**src/rtl/vga_timing_pkg.sv**
```systemverilog
// vga_timing_pkg: 640x480@60 default timing constants and per-axis total helper
package vga_timing_pkg;
  localparam int H_ACTIVE_DEF = 640;
  localparam int H_FP_DEF = 16;
  localparam int H_SYNC_DEF = 96;
  localparam int H_BP_DEF = 48;
  localparam int V_ACTIVE_DEF = 480;
  localparam int V_FP_DEF = 10;
  localparam int V_SYNC_DEF = 2;
  localparam int V_BP_DEF = 33;
  localparam int CNT_W_DEF = 10;
  typedef struct packed {
    int active;
    int fp;
    int sync;
    int bp;
  } timing_t;
  function automatic int axis_total(timing_t t);
    return t.active + t.fp + t.sync + t.bp;
  endfunction
endpackage

```
**src/rtl/timing_axis.sv**
```systemverilog
// timing_axis: one raster axis; wrap counter plus sync/active/last decode of its next count
module timing_axis
  import vga_timing_pkg::*;
#(
  parameter int ACTIVE = H_ACTIVE_DEF,
  parameter int FP = H_FP_DEF,
  parameter int SYNC = H_SYNC_DEF,
  parameter int BP = H_BP_DEF,
  parameter int W = CNT_W_DEF
) (
  input  logic         clk,
  input  logic         rst_n,
  input  logic         inc,
  input  logic         clr,
  output logic [W-1:0] count,
  output logic         wrap,
  output logic         sync_nxt,
  output logic         active_nxt,
  output logic         last_nxt
);
  localparam timing_t T = '{ACTIVE, FP, SYNC, BP};
  localparam int TOTAL = axis_total(T);
  localparam logic [W-1:0] LAST = W'(TOTAL - 1);
  localparam int SYNC_LO = ACTIVE + FP;
  localparam int SYNC_HI = ACTIVE + FP + SYNC;
  if (TOTAL > 2 ** W) begin : g_width_check
    $error("timing_axis: counter width too small for axis total");
  end
  logic [W-1:0] nxt;
  assign wrap = inc & (count == LAST);
  // next count: clear wins, then wrap, then increment; flags decode this value so they align with the count
  always_comb begin
    nxt = clr ? '0 : wrap ? '0 : inc ? count + 1'b1 : count;
    sync_nxt = (32'(nxt) >= SYNC_LO) && (32'(nxt) < SYNC_HI);
    active_nxt = 32'(nxt) < ACTIVE;
    last_nxt = nxt == LAST;
  end
  // counter register
  always_ff @(posedge clk or negedge rst_n)
    if (!rst_n) count <= '0;
    else count <= nxt;
endmodule

```
**src/rtl/vga_timing_gen.sv**
```systemverilog
// vga_timing_gen: parametrised VGA raster timing generator with registered, count-aligned flags
module vga_timing_gen
  import vga_timing_pkg::*;
#(
  parameter int H_ACTIVE = H_ACTIVE_DEF,
  parameter int H_FP = H_FP_DEF,
  parameter int H_SYNC = H_SYNC_DEF,
  parameter int H_BP = H_BP_DEF,
  parameter int V_ACTIVE = V_ACTIVE_DEF,
  parameter int V_FP = V_FP_DEF,
  parameter int V_SYNC = V_SYNC_DEF,
  parameter int V_BP = V_BP_DEF,
  parameter bit HS_POL = 1'b0,
  parameter bit VS_POL = 1'b0,
  parameter int CNT_W = CNT_W_DEF
) (
  input  logic             clk,
  input  logic             rst_n,
  input  logic             en,
  input  logic             restart,
  output logic [CNT_W-1:0] h_count,
  output logic [CNT_W-1:0] v_count,
  output logic             hsync,
  output logic             vsync,
  output logic             video_on,
  output logic             line_end,
  output logic             frame_end
);
  logic h_wrap, h_sync, h_act, h_last, v_sync, v_act, v_last, started;
  timing_axis #(.ACTIVE(H_ACTIVE), .FP(H_FP), .SYNC(H_SYNC), .BP(H_BP), .W(CNT_W)) u_h (
    .clk(clk), .rst_n(rst_n), .inc(en), .clr(restart), .count(h_count), .wrap(h_wrap),
    .sync_nxt(h_sync), .active_nxt(h_act), .last_nxt(h_last)
  );
  timing_axis #(.ACTIVE(V_ACTIVE), .FP(V_FP), .SYNC(V_SYNC), .BP(V_BP), .W(CNT_W)) u_v (
    .clk(clk), .rst_n(rst_n), .inc(h_wrap), .clr(restart), .count(v_count), .wrap(),
    .sync_nxt(v_sync), .active_nxt(v_act), .last_nxt(v_last)
  );
  // flag registers; video_on is held low until the first tick or restart after reset
  always_ff @(posedge clk or negedge rst_n)
    if (!rst_n) begin
      started <= 1'b0;
      hsync <= ~HS_POL;
      vsync <= ~VS_POL;
      video_on <= 1'b0;
      line_end <= 1'b0;
      frame_end <= 1'b0;
    end else begin
      started <= started | en | restart;
      hsync <= h_sync ? HS_POL : ~HS_POL;
      vsync <= v_sync ? VS_POL : ~VS_POL;
      video_on <= h_act & v_act & (started | en | restart);
      line_end <= h_last;
      frame_end <= h_last & v_last;
    end
endmodule

```
**config.mk**
```make
export PLATFORM = sky130hd
export DESIGN_NAME = vga_timing_gen
export DESIGN_NICKNAME = d
export VERILOG_FILES = /design/src/rtl/vga_timing_pkg.sv /design/src/rtl/timing_axis.sv /design/src/rtl/vga_timing_gen.sv
export SDC_FILE = /design/constraint.sdc
export NUM_CORES = 1
export LEC_CHECK = 0
export ABC_AREA = 1
export CELL_PAD_IN_SITES_DETAIL_PLACEMENT = 1
export CELL_PAD_IN_SITES_GLOBAL_PLACEMENT = 1
export CORE_UTILIZATION = 34
export DETAILED_ROUTE_END_ITERATION = 8
export PLACE_DENSITY = 0.8
export SLEW_MARGIN = 40
export SYNTH_ARGS = -nofsm -noshare
export SYNTH_HDL_FRONTEND = slang
export SYNTH_SLANG_ARGS = --single-unit
```
**constraint.sdc**
```tcl
create_clock -name clk -period 1.7 [get_ports clk]
set_input_delay 0.34 -clock clk [delete_from_list [all_inputs] [get_ports clk]]
set_output_delay 0.34 -clock clk [all_outputs]
set_load 0.03 [all_outputs]
```
Word level (Yosys, flattened, before mapping). Cells that the tools add are included.

Input port bits: 4. Word-level logic and storage cells: 37. Output and inout bits: 25. Register bits: 26.

Muxes and demuxes: 8. Reductions and logical operators: 2. Magnitude comparators: 6. Equal/unequal tests: 4. Add/sub/neg operators: 2. Bitwise operators: 7.

Operators by type and width (count): two-way mux 10 bit (6); == test 10 bit (second input constant) (4); adder 10 x 1 -> 10 bit (second input constant) (2); < comparator 10 bit (second input constant) (2); < comparator 10 x 9 -> 1 bit (second input constant) (2); greater-or-equal comparator 10 bit (second input constant) (1); greater-or-equal comparator 10 x 9 -> 1 bit (second input constant) (1); bitwise AND 1 bit (5); logical AND 1 bit (2); two-way mux 1 bit (2); bitwise OR 1 bit (2).

Depth between registers and ports, before layout.
Depth in word-level cells: 8. Mapped depth: 13. Gate-level depth less buffers: 12.

By module. From an unflattened synthesis, not the netlist that was laid out.

Cell total of the unflattened synthesis: 237. Area, all modules: 1624.1 sq um.

By module, submodules not included: timing_axis (u_v) (cells each 111, area each 729.4 sq um, sequential area each 250.2 sq um, instances 1); timing_axis (u_h) (cells each 111, area each 700.7 sq um, sequential area each 250.2 sq um, instances 1); vga_timing_gen (cells each 15, area each 193.9 sq um, sequential area each 152.6 sq um, instances 1).

Worst setup path after synthesis. Ideal clock, no wire load.

Kind: reg2reg. From: register u_h.count[0]. To: register video_on. Arrival time: 1.726 ns. Setup time: 0.120 ns. Required time: 1.580 ns. Clock period less this slack: 1.846 ns. Cell stages (with the launch flop): 13. Slack: -0.146 ns. Path buffers: 0. Cells stage by stage: dfrtp_1 > ha_1 > inv_1 > nor2_8 > nand2_1 > nor2_4 > nand2_1 > nand2_1 > nand2_1 > nor2_1 > nand2_1 > nor2_1 > nor2_1.

Word-level cells in the longest chain between the ends: 8. Elaborated cells between the ends (all ways): 14. Those cells by class: add/sub (1); order compare (2); eq/ne (1); mux (6); bitwise (4).

RTL lines: from (decl) (RTL line timing_axis.sv:15) `output logic [W-1:0] count,`; from (signal assigned) (RTL line timing_axis.sv:41) `else count <= nxt;`; branches (longest 6 deep; another with adder 10 x 1 -> 10 bit); bitwise AND 1 bit (*) (2 in series) (RTL line vga_timing_gen.sv:51) `video_on <= h_act & v_act & (started | en | restart);`; to (signal assigned) (RTL line vga_timing_gen.sv:51); to (decl) (RTL line vga_timing_gen.sv:25) `output logic video_on,`.

Every way passes the cells marked *.

Worst setup path in the final report.
From: register u_h.count[0]. To: register frame_end.

Elaborated cells between the ends (all ways): 13. Those cells by class: add/sub (1); eq/ne (3); mux (6); bitwise (3).

RTL lines: adder 10 x 1 -> 10 bit or == test 10 bit (tied branches) (RTL line timing_axis.sv:33, timing_axis.sv:30); two-way mux 10 bit or bitwise AND 1 bit (tied branches) (RTL line timing_axis.sv:33, timing_axis.sv:30); two-way mux 10 bit (*) (2 in series) (RTL line timing_axis.sv:33) `nxt = clr ? '0 : wrap ? '0 : inc ? count + 1'b1 : count;`; == test 10 bit (*) (RTL line timing_axis.sv:36) `last_nxt = nxt == LAST;`; net h_last (RTL line vga_timing_gen.sv:29) `logic h_wrap, h_sync, h_act, h_last, v_sync, v_act, v_last, started;`; bitwise AND 1 bit (*) (RTL line vga_timing_gen.sv:53) `frame_end <= h_last & v_last;`; to (signal assigned) (RTL line vga_timing_gen.sv:53); to (decl) (RTL line vga_timing_gen.sv:27) `output logic frame_end`.

Mark *: on every way through the listed nets, which the timed path passes. The rest lies on a longest branch.

==> results.tsv <==
metric	value	unit
status	finished with violations	
violations	negative setup slack	
fin_worst_skew	0.00371	ns
leakage	1.45	nW
core_area	4790	um2
via_per_inst	5.41	
syn_nets	256	
yosysSeqAreaShare	38.1	%
netlist-cell-type-count	27	
end_kind	register	
initialDrtViolationCount	136	
cts_made_buffers	3	
post-route-util	59.7	%
postRouteWirelength	8420	um
antennaDiodeCount	0	
setup_violations	8	
firstDrtPassIters	4	
p_switching	0.340	mW
cp_top_family	simple AND/OR/NAND/NOR gates	
pin_count	29	
cp_data_arrival_time	2.16	ns
nets	346	
period_share	113	%
path_buf_inv	1	
grt_antenna_before_repair	0	
max_cap_violations	0	
total_power	1.23	mW
combPwrFrac	11.3	%
vias	2190	
power_density	430	nW/um2
fin_setup_tns	-1.21	ns
grt_setup_unrepaired	yes	
switching_share	27.7	%
intPower	0.888	mW
layout_commonest_cell	nand2_1	
final_cell_mix	nand2_1 (54), buf_4 (47), inv_1 (32)	
root_buffer	clkbuf_8	
required	1.94	ns
worst-slew-pin-transition	0.376	ns
maxSlewHeadroom	75.0	%
cts_tree	done	
wl_per_cell	20.8	um
die_h	73.0	um
fillCellCount	589	
ys_seq_elements	26	
p_clk_share	37.3	%
regArea	663	um2
syn_to_final_growth	66.6	%
max_stage_delay	0.41	ns
grt_overflow_total	0	
hold_viol_final	0	
cp_max_fo	4	
path_clk_slew	0.11	ns
start_util	35.8	%
die_area	5330	um2
place.gp.congestion	0.871	
post-place-ws	-0.549	ns
slew_violations	0	
clkLatencyLatePin	0.30	ns
rows	25	
drc	0	
avgSynthCellArea	6.88	um2
multi_input_area	1140	um2
worst_slack	-0.222	ns
drive_gt1_share	43.8	%
first_global_vias	2167	
clock_sinks	26	
place_hpwl	4660	um
synth_cells	249	
dpl_cell_area	2450	um2
seqPwrFrac	51.4	%
io_buffer_count	28	
clock_path_buffers	2	
stdcell_area	2860	um2
cp_common_cell	nand2_1	
crit_path_top_delay_cell	dfrtp_2	
grt_max_degree	27	
clock.fmax	520	MHz
fp.dieW	73.0	um
synth_warnings	0	
netlist_area	1710	um2
antenna_left	0	
hold_path_class	input port to async pin	
vdd_drop_max	425	uV
gr-usage-all-layers	27.1	%
cts_htree_levels	1	
worstSetupPathType	register to register	
cp_cell_sequence	buf_4, nand2_1, nor2_4, nand3_2, nor2_1, nand2_1, nand2_2, nand2_1, nor2_4, nand2_1, nor2_2	
period_needed	1.92	ns
grt_pass1_wl	10900	um
start_kind	register	
## power groups by stage
stage / Combinational (mW) / Sequential [mW] / Clock [mW]
final: 0.139 / 0.631 / 0.459
after global placement: 0.121 / 0.642 / 0
after CTS: 0.127 / 0.631 / 0.445
after floorplan: 0.0374 / 0.654 / 0
after detailed placement: 0.123 / 0.642 / 0
after global routing: 0.148 / 0.632 / 0.467
## cells in the mapped netlist
| library cell | count | area [um2] |
|---|---|---|
| o21bai_1 | 1 | 7.51 |
| buf_4 | 1 | 7.51 |
| o21ai_0 | 5 | 25.0 |
| xor2_1 | 2 | 17.5 |
| nand3_4 | 1 | 17.5 |
| nand2_2 | 3 | 18.8 |
| dfstp_2 | 2 | 52.6 |
| nor2_2 | 5 | 31.3 |
| nand3b_1 | 2 | 15.0 |
| nand2_4 | 2 | 22.5 |
| xnor2_1 | 1 | 8.76 |
| inv_2 | 1 | 3.75 |
| nand3_1 | 25 | 125 |
| a21oi_1 | 3 | 15.0 |
| o21ai_1 | 4 | 20.0 |
| ha_1 | 3 | 37.5 |
| nor2_4 | 2 | 22.5 |
| nor2_8 | 1 | 20.0 |
| dfrtp_1 | 24 | 601 |
| nor3_1 | 3 | 15.0 |
| buf_2 | 1 | 5.00 |
| nand2_1 | 71 | 267 |
| inv_1 | 42 | 158 |
| nand3_2 | 3 | 30.0 |
| a21oi_2 | 1 | 8.76 |
| nor2_1 | 35 | 131 |
| nand4_1 | 5 | 31.3 |
## routing by layer
metal	wire length [um]	vias to the layer above	global-route usage, %
li1	-	947	-
met1	3530	1121	38.0
met2	4160	97	44.3
met3	480	25	1.24
met4	251	0	9.80
met5	0	-	0
## area by class of cell
class,count,share of cell area [%]
repair buffers,87,26.0
clock buffers,4,1.93
inverters,43,5.92
multi-input cells,178,40.0
flip-flops and latches,26,23.2
well taps,67,2.94
## flip-flops by register name, summed over array words and instances (netlist names)
register and cells:
video_on 1, frame_end 1, hsync 1, vsync 1
u_h.count 10, line_end 1, u_v.count 10, started 1
## logic make-up after synthesis
group | synth area share (%)
simple gates | 43.6
xor+xnor | 1.53
compound gates | 4.45
fa+ha+maj | 2.19
buf+inv | 10.1
flops | 38.1
## through the flow
step | std cells | hold WS (ns)
finish | 405 | 0.412
global route | 405 | 0.467
CTS | 401 | 0.437
detailed placement | 391 | 0.487
global placement | 391 | 0.447
floorplan | 249 | 0.0444
## worst register-to-register path: stages, from the launching register on
cell and delay [ns]:
dfrtp_2 0.41, buf_4 0.14, nand2_1 0.10, nor2_4 0.18, nand3_2 0.14, nor2_1 0.21, nand2_1 0.15, nand2_2 0.14
nand2_1 0.11, nor2_4 0.14, nand2_1 0.08, nor2_2 0.07
## repair_timing
action	in CTS	in global routing
gates resized for setup	48	68
setup buffers	6	7
hold buffers	0	0
pin swaps	26	39
endpoints found under the setup margin	33	15
## final timing paths
check | start | slack, ns | depth (start not counted) | endpoint
max in group asynchronous | rst_n | 0.97 | 2 | vsync$_DFF_PN1_
max reg2reg | u_h.count[0]$_DFF_PN0_ | -0.22 | 11 | frame_end$_DFF_PN0_
min reg2reg | started$_DFF_PN0_ | 0.50 | 2 | started$_DFF_PN0_
min in group clk | started$_DFF_PN0_ | 0.50 | 2 | started$_DFF_PN0_
min | rst_n | 0.41 | 2 | u_v.count[9]$_DFF_PN0_
max | u_h.count[0]$_DFF_PN0_ | -0.22 | 11 | frame_end$_DFF_PN0_
(Power assumes the default switching activity.)
==> edit (same flow settings) <==
`CNT_W_DEF`: 10 -> 20.
--- a/src/rtl/vga_timing_pkg.sv
+++ b/src/rtl/vga_timing_pkg.sv
@@ -9,5 +9,5 @@
   localparam int V_SYNC_DEF = 2;
   localparam int V_BP_DEF = 33;
-  localparam int CNT_W_DEF = 10;
+  localparam int CNT_W_DEF = 20;
   typedef struct packed {
     int active;
Interface: changed (resized h_count and v_count); port bits go from 29 to 49. No check against the original RTL was run, so the function may have changed too.
==> edit against the unedited design <==
The flow still finishes with violations (setup timing). Power is 75% higher. Via count is 120% higher. Wire length grew to 2.5 times the old value. Synthesized area is 96% higher. Final area is 110% higher. Sequential cell count is 20 higher. Clock power is 91% higher. Worst setup slack worse by 500 ps. Critical path type unchanged. Critical endpoint unchanged. Largest power group unchanged.
==> edit: results (changes against the unedited design) <==
clock latency on the worst-skew pair 330 ps (was 300 ps); Async SR Flop Fraction 100% (unchanged); P_leak 3.18 nW (was 1.45 nW); # port buffers 48 (was 28); post-synthesis net count 535 (was 256); worst slack at placement -820 ps (was -549 ps); DR iter-0 viols 489 (was 136); Post-Route Skew 19.1 ps (was 3.71 ps); share of layout cells above drive strength 1 51.1% (was 43.8%); dpl cell area 5030 µm² (was 2450 µm²); biggest regs u_h.count: 20 flops, u_v.count: 20 flops (was u_h.count: 10 flops, u_v.count: 10 flops); initial antenna violation count 0 (unchanged); post-synthesis cell type count 34 (was 27); Post-CTS Setup Repair Bufs 11 (was 6); Num CTS Buffers 5 (was 3); WL per Instance 24.9 µm (was 20.8 µm); Total Routing Usage GR 34.6% (was 27.1%); register area share after synthesis 34.3% (was 38.1%); Commonest cells post-synth nand2_1, inv_1, nor2_1 (unchanged); IR drop worst, VDD 0.291 mV (was 0.425 mV); Worst path max stage delay 500 ps (was 410 ps); placed cells 830 (was 391); Worst-path clk slew 110 ps (about the same); Syn Area/Cell 6.37 µm² (was 6.88 µm²); Setup TNS -7690 ps (was -1210 ps); htree depth 2 (was 1); Final WS setup -725 ps (was -222 ps); RD Place Congestion 0.936 (was 0.871); first-pass GRT wire length 26700 µm (was 10900 µm); hold buffers post-CTS 1 (was 0); relative slew slack 69.7% (was 75.0%); # resized after CTS 128 (was 48); failing checks setup timing (unchanged); Via Count 4920 (was 2190); largest cells by area after synthesis dfrtp_1, nand2_1, inv_1 (unchanged); largest net degree at the start of global routing 33 (was 27); type of the most critical hold path in -> async (unchanged); HPWL after DPL 11200 µm (was 4660 µm); # nets final 738 (was 346); status complete, but fails checks (unchanged); number of global-route vias before repair 4998 (was 2167); final WL 21400 µm (was 8420 µm); Final setup viols 37 (was 8); Pre-antenna DRT Iters 5 (was 4)
edit: changes by cell type after synthesis, moves of 5 or more:
cell | unedited run | this run
nor2_2 | 5 | 11
dfrtp_1 | 24 | 44
inv_1 | 42 | 89
nand3_1 | 25 | 62
inv_2 | 1 | 6
nor2_1 | 35 | 72
nand2_1 | 71 | 169
edit: kinds of logic (layout without fill, tap and decap cells):
kind of cell | Yosys count | in the layout | share of synthesized area (%)
compound gates | 11 | 11 | 1.90
xor+xnor | 10 | 10 | 2.61
fa+ha+maj | 3 | 3 | 1.12
buf+inv | 101 | 305 | 11.8
flops | 46 | 46 | 34.3
simple gates | 357 | 357 | 48.2
edit: worst paths after layout:
| kind | from | endpoint | slack [ps] | cells past startpoint |
|---|---|---|---|---|
| min in group clk | en | u_h.count[0] | 680 | 4 |
| max reg2reg | u_v.count[0] | frame_end | -730 | 15 |
| max in group asynchronous | rst_n | vsync | 600 | 3 |
| max | u_v.count[0] | frame_end | -730 | 15 |
| min | rst_n | u_h.count[9] | 470 | 2 |
| min reg2reg | started | started | 700 | 2 |
edit: routing by layer:
metal / vias up / track usage (%) / share of wire, %
met5: - / 0 / 0
met4: 0 / 17.6 / 6.4
met3: 119 / 6.07 / 7.9
met2: 330 / 60.9 / 48
met1: 2452 / 40.2 / 38
li1: 2019 / - / -
edit: layout make-up:
class | instances | area [µm²]
clock buffer | 8 | 110
sequential | 46 | 1190
timing repair buffer | 201 | 1700
fill | 1181 | 3370
tap | 129 | 161
multi-input combinational | 381 | 2520
inverter | 96 | 373
edit: power breakdown:
| group | internal (mW) | leakage (nW) | switching, mW |
|---|---|---|---|
| Clock | 0.413 | 0.0575 | 0.462 |
| Sequential | 1.10 | 0.581 | 0.00583 |
| Combinational | 0.0550 | 2.54 | 0.112 |
